[src/rtl/frame_scanout.sv]
// frame_scanout: display-side reader for the frame buffer memory.
//
// Generates raster timing from free-running h/v counters, issues one
// memory read per active pixel in raster order while scanning a stored
// frame, and presents pixel_out with de/hsync/vsync aligned to the
// returned read data. A frame is scanned only when frame_rdy is high at
// the frame's first cycle. Otherwise the frame is emitted blank with full
// sync timing, and underrun pulses.
//
// Ports:
//   clk         single clock for all logic
//   reset       asynchronous, active-high reset
//   frame_rdy   write side holds high while a complete frame is stored
//   rd_data     memory read data, valid the cycle after rd_en is asserted
//   rd_en       memory read enable, active-low
//   rd_addr     memory read address (linear pixel index)
//   pixel_out   pixel data; zero outside scanned active pixels
//   de          data enable, high during active pixels
//   hsync       horizontal sync, active-high
//   vsync       vertical sync, active-high
//   frame_done  one-cycle pulse after the last pixel read of a frame
//   underrun    one-cycle pulse when a frame starts with frame_rdy low
module frame_scanout #(
  parameter int DATA_WIDTH = 24,
  parameter int ADDR_WIDTH = 3,
  parameter int H_ACTIVE   = 4,
  parameter int H_FP       = 1,
  parameter int H_SYNC     = 1,
  parameter int H_BP       = 1,
  parameter int V_ACTIVE   = 2,
  parameter int V_FP       = 1,
  parameter int V_SYNC     = 1,
  parameter int V_BP       = 1
) (
  input  logic                  clk,
  input  logic                  reset,
  input  logic                  frame_rdy,
  input  logic [DATA_WIDTH-1:0] rd_data,
  output logic                  rd_en,
  output logic [ADDR_WIDTH-1:0] rd_addr,
  output logic [DATA_WIDTH-1:0] pixel_out,
  output logic                  de,
  output logic                  hsync,
  output logic                  vsync,
  output logic                  frame_done,
  output logic                  underrun
);

  localparam int H_TOTAL = H_ACTIVE + H_FP + H_SYNC + H_BP;
  localparam int V_TOTAL = V_ACTIVE + V_FP + V_SYNC + V_BP;
  localparam int HW      = (H_TOTAL > 1) ? $clog2(H_TOTAL) : 1;
  localparam int VW      = (V_TOTAL > 1) ? $clog2(V_TOTAL) : 1;

  localparam logic RD_ASSERT   = 1'b0;
  localparam logic RD_DEASSERT = 1'b1;

  typedef enum logic {
    IDLE = 1'b0,
    SCAN = 1'b1
  } state_t;

  logic [HW-1:0] h_cnt;
  logic [VW-1:0] v_cnt;
  logic          h_last;
  logic          v_last;
  logic          at_origin;
  logic          frame_end;
  logic          active;
  logic          last_px;
  logic          hs_raw;
  logic          vs_raw;
  logic          scan_rd;

  state_t state_q;
  state_t state_d;

  logic [ADDR_WIDTH-1:0] pix_idx;
  logic                  de_p1;
  logic                  hs_p1;
  logic                  vs_p1;
  logic                  scan_p1;
  logic                  scan_p2;

  // ---- stage p0: raster counters and decode ----
  assign h_last    = (int'(h_cnt) == H_TOTAL - 1);
  assign v_last    = (int'(v_cnt) == V_TOTAL - 1);
  assign at_origin = (h_cnt == '0) && (v_cnt == '0);
  assign frame_end = h_last && v_last;
  assign active    = (int'(h_cnt) < H_ACTIVE) && (int'(v_cnt) < V_ACTIVE);
  assign last_px   = (int'(h_cnt) == H_ACTIVE - 1) && (int'(v_cnt) == V_ACTIVE - 1);
  assign hs_raw    = (int'(h_cnt) >= H_ACTIVE + H_FP) &&
                     (int'(h_cnt) <  H_ACTIVE + H_FP + H_SYNC);
  assign vs_raw    = (int'(v_cnt) >= V_ACTIVE + V_FP) &&
                     (int'(v_cnt) <  V_ACTIVE + V_FP + V_SYNC);

  always_ff @(posedge clk or posedge reset) begin
    if (reset) begin
      h_cnt <= '0;
      v_cnt <= '0;
    end else if (h_last) begin
      h_cnt <= '0;
      v_cnt <= v_last ? '0 : v_cnt + VW'(1);
    end else begin
      h_cnt <= h_cnt + HW'(1);
    end
  end

  // The frame decision is taken combinationally on the (0,0) cycle so the
  // first pixel's read already reflects it; reset lands on (0,0), so the
  // first frame after reset is decided the same way.
  always_ff @(posedge clk or posedge reset) begin
    if (reset) state_q <= IDLE;
    else       state_q <= state_d;
  end

  always_comb begin
    state_d = state_q;
    if (at_origin) begin
      state_d = frame_rdy ? SCAN : IDLE;
    end
  end

  assign scan_rd = active && (state_d == SCAN);

  // ---- stage p1: read request, frame events, delayed timing ----
  always_ff @(posedge clk or posedge reset) begin
    if (reset) begin
      rd_en      <= RD_DEASSERT;
      rd_addr    <= '0;
      pix_idx    <= '0;
      frame_done <= 1'b0;
      underrun   <= 1'b0;
      de_p1      <= 1'b0;
      hs_p1      <= 1'b0;
      vs_p1      <= 1'b0;
      scan_p1    <= 1'b0;
    end else begin
      rd_en      <= scan_rd ? RD_ASSERT : RD_DEASSERT;
      frame_done <= scan_rd && last_px;
      underrun   <= at_origin && !frame_rdy;
      de_p1      <= active;
      hs_p1      <= hs_raw;
      vs_p1      <= vs_raw;
      scan_p1    <= (state_d == SCAN);
      // pix_idx is the next linear index to issue; the address holds
      // through blanking and restarts when the counters wrap.
      if (frame_end) begin
        rd_addr <= '0;
        pix_idx <= '0;
      end else if (scan_rd) begin
        rd_addr <= pix_idx;
        pix_idx <= pix_idx + ADDR_WIDTH'(1);
      end
    end
  end

  // ---- stage p2: timing outputs aligned with returned read data ----
  always_ff @(posedge clk or posedge reset) begin
    if (reset) begin
      de      <= 1'b0;
      hsync   <= 1'b0;
      vsync   <= 1'b0;
      scan_p2 <= 1'b0;
    end else begin
      de      <= de_p1;
      hsync   <= hs_p1;
      vsync   <= vs_p1;
      scan_p2 <= scan_p1;
    end
  end

  // Read data is valid in the same cycle that de lands, so it is gated
  // by the already-registered de/state rather than registered again;
  // reset clears de, so pixel_out drops to zero immediately.
  assign pixel_out = (de && scan_p2) ? rd_data : '0;

endmodule
[config.mk]
export PLATFORM = sky130hd
export DESIGN_NAME = frame_scanout
export DESIGN_NICKNAME = d
export VERILOG_FILES = /design/src/rtl/frame_scanout.sv
export SDC_FILE = /design/constraint.sdc
export NUM_CORES = 1
export LEC_CHECK = 0
export BUFFER_PORTS_ARGS = -buffer_cell sky130_fd_sc_hd__buf_4
export CAP_MARGIN = 20
export CORE_MARGIN = 2
export CORE_UTILIZATION = 44
export DETAILED_ROUTE_END_ITERATION = 7
export PLACE_DENSITY = 0.78
export SYNTH_ARGS = -nofsm -noshare
export SYNTH_HDL_FRONTEND = slang
export SYNTH_SLANG_ARGS = --single-unit
[constraint.sdc]
create_clock -name clk -period 2.26 [get_ports clk]
set_input_delay 0.339 -clock clk [delete_from_list [all_inputs] [get_ports clk]]
set_output_delay 0.339 -clock clk [all_outputs]
set_load 0.01 [all_outputs]
**Yosys cells after proc, flatten, opt, wreduce, memory -nomap -nowiden**

Cells that the tools add are included.

- Bits of input ports: 27
- Register bits after elaboration: 23

- Add/sub/neg operators: 3
- Multiplexer cells: 10
- Order comparisons: 6
- Reductions and logical operators: 14
- Eq/ne operators: 4

Operator list:

| cell | number |
|---|---|
| $mux 24 | 1 |
| $mux 3 | 6 |
| $logic_and 1x1->1 | 10 |
| $add 3x1->3 const B | 3 |
| $lt 3x3->1 const B | 3 |
| $eq 3x2->1 const B | 2 |
| $eq 3x3->1 const B | 2 |
| $logic_not 3->1 | 2 |
| $ge 3x2->1 const B | 1 |
| $ge 3x3->1 const B | 1 |
| $lt 3x2->1 const B | 1 |
| $mux 1 | 3 |
| $reduce_bool 2->1 | 1 |
| $logic_not 1->1 | 1 |

**Depth between registers and ports, before layout**

Gate-level depths: netlist of run 1.

- Depth in word-level cells: 6
- Gate-level depth with buffers: 7
- Depth with buffers taken out: 6

**Worst setup path before layout of run 1**

No wires, ideal clock.

- Path type: register -> register
- Start: register v_cnt[1]
- End: register scan_p1
- Buffers on the path: 1
- Arrival time: 1692 ps
- Required time: 2135 ps
- Path slack: 444 ps
- Clock period less this slack: 1816 ps
- Setup time: 125 ps
- Cell stages (with the launch flop): 7
- Path through: dfrtp_1 buf_2 inv_1 ha_1 or3b_4 or3_1 mux2_2

- Longest elaborated chain between the ends: 3

RTL lines:

| element | line | RTL |
|---|---|---|
| from (decl) | 63 | `logic [VW-1:0] v_cnt;` |
| from (signal assigned) | 102 | `v_cnt <= v_last ? '0 : v_cnt + VW'(1);` |
| $logic_not 3->1 | 87 | `assign at_origin = (h_cnt == '0) && (v_cnt == '0);` |
| $logic_and 1x1->1 | 87 |  |
| $mux 1 | 118 | `if (at_origin) begin` |
| net state_d | 75 | `state_t state_d;` |
| to (signal assigned) | 144 | `scan_p1 <= (state_d == SCAN);` |
| to (decl) | 81 | `logic scan_p1;` |

The timed path passes the listed nets, and every way through them passes these cells.
A chain may end at the register's enable or synchronous reset.

**Worst setup path in the final report of run 1**

- Start: register v_cnt[1]
- End: register rd_addr[2]

- Longest elaborated chain between the ends: 5
- Elaborated cells between the ends (all ways): 10
- Classes of those cells: order compare: 1; eq/ne: 1; mux: 2; reduce/logical: 6

RTL lines:

| element | line | RTL |
|---|---|---|
| parallel branches: the longest is 5 deep, another holds $lt 3x2->1 | n/a |  |
| to (signal assigned) | 151 | `rd_addr <= pix_idx;` |
| to (decl) | 40 | `output logic [ADDR_WIDTH-1:0] rd_addr,` |

Parallel ways; which one is timed is not known.

==> results of run 1 <==
## final timing paths
path,start,to,slack [ps]
min,reset,rd_addr[0],180
min in group clk,frame_rdy,underrun,190
min reg2reg,vs_p1,vsync,360
max in group asynchronous,reset,v_cnt[2],1570
max reg2reg,v_cnt[1],rd_addr[2],320
max,v_cnt[1],rd_addr[2],320
## worst max-delay path, cell delays in order, from the launching register on
cell,delay [ps]
dfrtp_1,500
inv_1,130
ha_1,140
or3b_4,400
mux2i_4,350
mux2i_1,230
nor2_1,60
## routing by layer
layer  track usage [%]  vias up  routed length [um]
met5                 0        -                   0
met2              30.0       42                1200
met4              7.50        0                  32
li1                  -      495                   -
met1              18.2      430                 966
met3              4.10        5                 264
## cell families (layout without fill, tap and decap cells)
| kind of cell | count (synthesis) | after routing | synth area share (%) |
|---|---|---|---|
| adder cells (fa/ha/maj) | 6 | 6 | 6.60 |
| buffers and inverters | 14 | 70 | 4.95 |
| multiplexers | 5 | 5 | 5.61 |
| AO/OA/AOI/OAI | 11 | 11 | 5.83 |
| XOR/XNOR | 1 | 1 | 0.770 |
| flip-flops | 23 | 23 | 50.7 |
| AND/OR/NAND/NOR | 49 | 49 | 25.5 |
## state kept, by name, indices dropped and copies added, names as in the netlist
name and count:
rd_addr 3, v_cnt 3, frame_done 1, hs_p1 1, vs_p1 1, de_p1 1, vsync 1, rd_en 1
underrun 1, h_cnt 3, scan_p2 1, hsync 1, scan_p1 1, pix_idx 3, de 1
## metrics by stage
step | area, um^2 | setup slack, ps | instances
floorplan | 1140 | 444 | 109
global placement | 1590 | 418 | 191
detailed placement | 1590 | 335 | 191
CTS | 1620 | 320 | 195
global route | 1620 | 161 | 195
finish | 1620 | 321 | 195
## Yosys cell counts
cell type,instances
nand2_1,3
nand3b_1,1
o21ai_0,4
o211ai_1,1
nor2b_1,1
mux2i_4,1
or2b_1,1
nor4b_1,2
a21oi_1,3
nand3_1,1
or3_1,1
o31ai_1,2
ha_1,6
buf_2,3
mux2i_1,3
inv_1,7
or3b_4,1
and3_1,24
xnor2_1,1
nor3_1,3
dfstp_2,1
and2_1,1
nor2_1,7
nand2b_1,1
or4_1,1
dfrtp_1,22
nor4_1,1
mux2_2,1
clkbuf_1,4
o22a_1,1
## power by group
group	total [W]	internal [W]	switching (W)
Clock	0.000179	0.0000661	0.000113
Combinational	0.000156	0.0000884	0.0000674
Sequential	0.000491	0.000458	0.0000332
## area by class of cell
| cell class | count | area, um^2 | share of cell area [%] |
|---|---|---|---|
| inverters | 7 | 26.3 | 1.63 |
| multi-input cells | 72 | 504 | 31.2 |
| flip-flops and latches | 23 | 577 | 35.7 |
| clock buffers | 3 | 22.5 | 1.39 |
| clock inverters | 1 | 5.00 | 0.310 |
| repair buffers | 59 | 443 | 27.4 |
| well taps | 30 | 37.5 | 2.32 |
==> results.py, run 1 <==
metrics = {
    "floorplan": {
        "die_w_um": 54.8,
        "die_height_um": 54.8,
        "ios": 60,
        "core_um2": 2450,
        "die-area_um2": 3010,
        "num_rows": 18,
        "start_util_pct": 46.3,
    },
    "synthesis": {
        "syn-cell-area_um2": 1140,
        "synth_cell_types": 30,
        "synth-seq-area-share_pct": 50.7,
        "synthesis.nets": 142,
        "syn_inst": 109,
        "synth.area.top_cells": "dfrtp_1 (48%), and3_1 (13%), ha_1 (6.6%)",
        "ys_ff_latch": 23,
        "yosys.area.top_type": "dfrtp_1",
        "synth_warnings": 0,
        "avgSynthCellArea_um2": 10.4,
        "netlist.area_leader.share_pct": 48.4,
    },
    "grt": {
        "grt_max_degree": 26,
        "grt_pass1_wl_mm": 3.46,
        "antenna_found_initial": 0,
        "grt_usage_pct": 16.6,
        "first_global_vias": 782,
        "overflow": 0,
    },
    "job": {
        "drv_cap": 0,
    },
    "sta": {
        "min_period_ps": 1940,
        "rsz0062_at_grt": "no",
        "hold_violations": 0,
        "fmax_mhz": 516,
        "finalMaxSlewViolations": 0,
        "worst_pin_slew_ps": 820,
        "setup_viol": 0,
        "slew_headroom_pct": 45.3,
        "clock_skew_ps": 4.09,
        "final.setup.tns_ps": 0,
        "holdWs_ps": 181,
        "period_share_pct": 85.8,
    },
    "clocking": {
        "cts_buffers": 3,
        "cts_hold_buf": 0,
        "htree_levels": 1,
        "cts_tree": "done",
        "post_cts_resized": 0,
        "clock_path_buffers": 2,
        "clk_pin_slew_ps": 110,
        "post_cts_buffers": 0,
        "clock_latency_ps": 310,
        "cts-root-buf": "clkbuf_4",
        "clock-sinks": 23,
    },
    "route": {
        "drc": 0,
        "routed_wl_mm": 2.46,
        "via_count": 972,
        "vias_per_cell": 4.98,
        "drtAntennaViolNets": 0,
        "drtPass1Iterations": 4,
        "drtIter0Drc": 10,
        "wl_per_cell_um": 12.6,
    },
    "critical_path": {
        "arrival_ps": 2120,
        "crit_required_ps": 2440,
        "path_class": "reg -> reg",
        "cp-start-kind": "register",
        "endpoint_kind": "register",
        "critical_path.max_fanout": 11,
        "reg2reg_depth": 6,
    },
    "cells_and_area": {
        "nNetsFinal": 199,
        "final_common_cell": "buf_4",
        "fin_util_pct": 65.8,
        "syn2layout_area_growth_pct": 42.0,
        "drive_gt1_share_pct": 40.6,
        "mostFrequentLayoutCells": "buf_4 (59), and3_1 (24), dfrtp_1 (22), inv_1 (7), nor2_1 (7)",
        "n_fill_cell": 199,
        "diodes": 0,
    },
    "power": {
        "p_total_w": 0.000826,
        "p_per_area_nw_per_um2": 511,
        "leakagePower_nw": 0.924,
        "ir_drop_v": 0.000753,
    },
    "placement": {
        "portBuffers": 59,
        "hpwl_mm": 1.97,
        "gp_congestion": 0.827,
    },
    "worst_hold_path": {
        "min_path_type": "in -> async",
    },
    "status": {
        "status": "finished clean",
    },
}
(Power assumes the default switching activity.)
==> run 2: changes to the inputs <==
--- a/config.mk
+++ b/config.mk
@@ -7,6 +7,7 @@
 export LEC_CHECK = 0
 export BUFFER_PORTS_ARGS = -buffer_cell sky130_fd_sc_hd__buf_4
 export CAP_MARGIN = 20
+export CORE_ASPECT_RATIO = 1.2
 export CORE_MARGIN = 2
 export CORE_UTILIZATION = 44
 export DETAILED_ROUTE_END_ITERATION = 7
==> run 2 against run 1 <==
  * Final area increased by 0.23%
  * Critical path depth stayed put
  * Count of clock-buffer cells in the layout unchanged
  * Via count increased by 0.51%
  * Worst setup slack improved by 11 ps
  * Clock power barely moved
  * Clock skew rose by 5.7 ps
  * Total power barely moved
  * Combinational power fell by 3%
  * Sequential power is essentially flat
  * Worst hold slack lost 2.2 ps
  * Critical endpoint is now rd_addr[1]
==> results.py, run 2 (synthesized netlist as in run 1, its figures left out) <==
metrics = {
    "sta": {
        "slew_headroom_pct": 45.2,
        "min_period_ps": 1930,
        "hold_violations": 0,
        "setup_viol": 0,
        "worst_pin_slew_ps": 821,
        "fmax_mhz": 519,
        "finalMaxSlewViolations": 0,
        "period_share_pct": 85.3,
        "rsz0062_at_grt": "no",
        "final.setup.tns_ps": 0,
        "clock_skew_ps": 9.84,
    },
    "critical_path": {
        "cp_cell_sequence": "inv_1, ha_1, or3b_4, mux2i_4, mux2i_1, nor2_1",
        "crit_family": "multiplexers",
        "r2r_end": "rd_addr[1]",
        "reg2reg_setup_slack_ps": 330,
        "rr_startpoint": "v_cnt[1]",
        "arrival_ps": 2110,
        "endpoint_kind": "register",
        "critPathBufInv": 1,
        "critical_path.max_fanout": 11,
        "cp_slowest_cell": "dfrtp_1",
        "path_class": "reg -> reg",
        "crit_required_ps": 2440,
        "reg2reg_depth": 6,
        "cp-start-kind": "register",
        "slowest_delay_ps": 510,
    },
    "floorplan": {
        "die-area_um2": 3010,
        "core_um2": 2500,
        "start_util_pct": 45.5,
        "ios": 60,
        "die_w_um": 50.4,
        "num_rows": 20,
        "die_height_um": 59.7,
    },
    "route": {
        "drtPass1Iterations": 4,
        "drc": 0,
        "via_count": 977,
        "routed_wl_mm": 2.63,
        "drtAntennaViolNets": 0,
        "drtIter0Drc": 11,
        "vias_per_cell": 4.93,
        "top_layer_used": "met4",
        "drt-met1-wl_mm": 1.06,
        "wl_met3_um": 177,
        "route.met2.wl_mm": 1.38,
        "wl_per_cell_um": 13.3,
    },
    "cells_and_area": {
        "design_area_um2": 1620,
        "drive_gt1_share_pct": 40.6,
        "multi_input_area_um2": 504,
        "nNetsFinal": 199,
        "n_fill_cell": 216,
        "seqCellArea_um2": 577,
        "final_common_cell": "buf_4",
        "syn2layout_area_growth_pct": 42.4,
        "diodes": 0,
        "mostFrequentLayoutCells": "buf_4 (59), and3_1 (24), dfrtp_1 (22), inv_1 (7), nor2_1 (7)",
    },
    "clocking": {
        "clock_path_buffers": 2,
        "clk_pin_slew_ps": 120,
        "cts_buffers": 3,
        "cts-root-buf": "clkbuf_4",
        "htree_levels": 1,
        "post_cts_resized": 0,
        "clock-sinks": 23,
        "clock_latency_ps": 310,
        "cts_hold_buf": 0,
        "cts_tree": "done",
        "post_cts_buffers": 0,
    },
    "grt": {
        "grt_usage_pct": 18.8,
        "overflow": 0,
        "first_global_vias": 893,
        "antenna_found_initial": 0,
        "grt_pass1_wl_mm": 4.16,
        "grt_max_degree": 26,
    },
    "status": {
        "status": "finished clean",
    },
    "placement": {
        "placed_area_um2": 1590,
        "portBuffers": 59,
        "gp_congestion": 0.770,
        "hpwl_mm": 2.13,
    },
    "job": {
        "drv_cap": 0,
    },
    "power": {
        "leakagePower_nw": 0.924,
        "ir_drop_v": 0.000457,
        "p_per_area_nw_per_um2": 510,
    },
    "worst_hold_path": {
        "min_path_type": "in -> async",
    },
}
==> run 2: cell counts in the layout (fill, tap and decap cells not counted) <==
No cell type changed its count.
==> run 2: layout make-up <==
class / count / share of cell area, %
flip-flops and latches: 23 / 35.6
multi-input cells: 72 / 31.1
repair buffers: 59 / 27.4
well taps: 33 / 2.55
inverters: 7 / 1.62
clock buffers: 3 / 1.39
clock inverters: 1 / 0.309
==> run 2: metal layers <==
metal	vias up	GRT usage, %
li1	492	-
met1	449	20.7
met2	34	34.8
met3	2	4.00
met4	0	8.11
met5	-	0
==> run 2: power breakdown <==
part | switching [W] | leakage, nW | internal [W]
registers | 0.0000340 | 0.293 | 0.000457
clock network | 0.000116 | 0.0177 | 0.0000660
logic | 0.0000645 | 0.614 | 0.0000876
==> run 2: worst register-to-register path, stage by stage (launching register included) <==
cell and delay, ps:
dfrtp_1 510, inv_1 120, ha_1 140, or3b_4 390, mux2i_4 360, mux2i_1 240
nor2_1 50
==> run 2: worst max-delay path by stage <==
stage / start / to / depth (start not counted)
after floorplan: v_cnt[1] / scan_p1 / 6
after global placement: v_cnt[1] / rd_addr[1] / 6
after detailed placement: v_cnt[1] / pix_idx[1] / 6
after CTS: v_cnt[1] / rd_addr[1] / 6
after global routing: v_cnt[1] / pix_idx[1] / 6
final: v_cnt[1] / rd_addr[1] / 6
==> run 2: stage by stage <==
stage	util, %	hold WS [ps]	setup WS, ps	power [W]	cells
final	64.7	179	333	0.000826	198
after global routing	64.7	184	209	0.000884	198
after CTS	64.7	184	328	0.000838	198
after detailed placement	63.6	336	333	0.000654	194
after global placement	63.6	332	408	0.000646	194
after floorplan	-	331	444	0.000571	109
==> run 3: changes to the inputs <==
--- a/config.mk
+++ b/config.mk
@@ -8,7 +8,6 @@
 export BUFFER_PORTS_ARGS = -buffer_cell sky130_fd_sc_hd__buf_4
 export CAP_MARGIN = 20
 export CORE_ASPECT_RATIO = 1.2
-export CORE_MARGIN = 2
 export CORE_UTILIZATION = 44
 export DETAILED_ROUTE_END_ITERATION = 7
 export PLACE_DENSITY = 0.78
==> run 3 against run 2 <==
  * Global-route usage increased by 1.8 points
  * Worst hold slack improved by 4.0 ps
  * Core utilization increased by 3.2 points
  * Final area decreased by 0.23%
  * Worst setup slack got worse by 52 ps
  * Combinational power increased by 3%
  * Sequential share of layout area increased by 0.083 points
  * Total power increased by 1.0%
  * Wire length increased by 2.3%
==> results.py, run 3 (synthesized netlist as in run 1, its figures left out) <==
metrics = {
    "clocking": {
        "clock_path_buffers": 2,
        "clock_latency_ps": 310,
        "clk_pin_slew_ps": 110,
        "post_cts_resized": 0,
        "cts_hold_buf": 0,
        "cts_tree": "done",
        "cts-root-buf": "clkbuf_4",
        "cts_buffers": 3,
        "htree_levels": 1,
        "clock-sinks": 23,
        "post_cts_buffers": 0,
    },
    "floorplan": {
        "die_height_um": 57.7,
        "die-area_um2": 2790,
        "die_w_um": 48.4,
        "num_rows": 19,
        "ios": 60,
        "core_um2": 2380,
        "start_util_pct": 47.8,
    },
    "cells_and_area": {
        "nNetsFinal": 199,
        "syn2layout_area_growth_pct": 42.0,
        "n_fill_cell": 195,
        "drive_gt1_share_pct": 40.0,
        "final_common_cell": "buf_4",
        "mostFrequentLayoutCells": "buf_4 (59), and3_1 (24), dfrtp_1 (22), inv_1 (7), nor2_1 (7)",
        "diodes": 0,
    },
    "critical_path": {
        "arrival_ps": 2160,
        "rr_startpoint": "v_cnt[1]",
        "path_class": "reg -> reg",
        "critical_path.max_fanout": 11,
        "cp-start-kind": "register",
        "startpoint": "v_cnt[1]",
        "crit_required_ps": 2440,
        "endpoint_kind": "register",
    },
    "placement": {
        "hpwl_mm": 2.14,
        "gp_congestion": 0.749,
        "portBuffers": 59,
    },
    "route": {
        "drc": 0,
        "drtIter0Drc": 20,
        "routed_wl_mm": 2.69,
        "top_layer_used": "met4",
        "wl_met3_um": 198,
        "drtPass1Iterations": 4,
        "via_count": 1008,
        "drtAntennaViolNets": 0,
        "route.met2.wl_mm": 1.37,
        "wl_per_cell_um": 13.7,
        "drt-met1-wl_mm": 1.02,
        "vias_per_cell": 5.14,
    },
    "sta": {
        "min_period_ps": 1980,
        "slew_headroom_pct": 44.1,
        "clock_skew_ps": 1.30,
        "rsz0062_at_grt": "no",
        "finalMaxSlewViolations": 0,
        "holdWs_ps": 183,
        "period_share_pct": 87.6,
        "setup_viol": 0,
        "fmax_mhz": 505,
        "worst_pin_slew_ps": 838,
        "final.setup.tns_ps": 0,
        "hold_violations": 0,
    },
    "worst_hold_path": {
        "min_from": "frame_rdy",
        "min_path_type": "in -> reg",
    },
    "power": {
        "p_int_w": 0.000615,
        "p_clk_share_pct": 22.0,
        "p_per_area_nw_per_um2": 517,
        "p_sw_w": 0.000220,
        "p_comb_share_pct": 18.7,
        "seq_power_share_pct": 59.3,
        "leakagePower_nw": 0.922,
        "ir_drop_v": 0.000378,
        "p_sw_share_pct": 26.3,
    },
    "job": {
        "drv_cap": 0,
    },
    "status": {
        "status": "finished clean",
    },
    "grt": {
        "grt_pass1_wl_mm": 4.37,
        "antenna_found_initial": 0,
        "first_global_vias": 972,
        "overflow": 0,
        "grt_max_degree": 26,
        "grt_usage_pct": 20.6,
    },
}
==> run 3: cell types whose count changed in the layout (fill, tap and decap cells not counted) <==
cell      previous run  this run
clkbuf_1             0         1
clkinv_2             1         0
==> run 3: power by group through the flow <==
stage	combinational (W)	sequential (W)	clock, W
5_1_grt	0.000178	0.000500	0.000217
6_report	0.000156	0.000495	0.000184
3_3_place_gp	0.000149	0.000498	0
4_1_cts	0.000159	0.000495	0.000190
3_5_place_dp	0.000158	0.000502	0
2_1_floorplan	0.0000711	0.000500	0
==> run 3: metrics by stage <==
step                instances  cell area [um^2]  worst slack [ps]  util [%]  total power, W
floorplan                 109              1140               444         -        0.000571
global placement          192              1590               408      66.8        0.000647
detailed placement        192              1590               296      66.8        0.000661
CTS                       196              1620               276      67.9        0.000845
global route              196              1620               150      67.9        0.000895
finish                    196              1620               281      67.9        0.000834
==> run 3: layout make-up <==
| class | instances | area, um^2 | area share (%) |
|---|---|---|---|
| clock buffer | 4 | 26.3 | 1.63 |
| inverter | 7 | 26.3 | 1.63 |
| multi-input combinational | 72 | 504 | 31.2 |
| sequential | 23 | 577 | 35.7 |
| tap | 31 | 38.8 | 2.40 |
| timing repair buffer | 59 | 443 | 27.4 |
==> run 3: worst paths after layout <==
| check | cells past startpoint | slack [ps] | endpoint |
|---|---|---|---|
| setup / recovery | 6 | 280 | rd_addr[1] |
| setup reg to reg | 6 | 280 | rd_addr[1] |
| hold reg to reg | 0 | 360 | de |
| hold / removal | 2 | 180 | underrun |
| max in group asynchronous | 2 | 1560 | hsync |
| min in group asynchronous | 2 | 190 | pix_idx[2] |
==> run 3: critical path, cell delays in order, from the launching register on <==
cell	delay [ps]
dfrtp_1	500
inv_1	130
ha_1	140
or3b_4	400
mux2i_4	370
mux2i_1	250
nor2_1	60
==> run 3: metal layers <==
layer  vias to the layer above  global-route usage, %
met2                        42                   37.2
met4                         0                   12.2
met3                        11                   5.77
met1                       462                   21.5
li1                        493                      -
met5                         -                      0
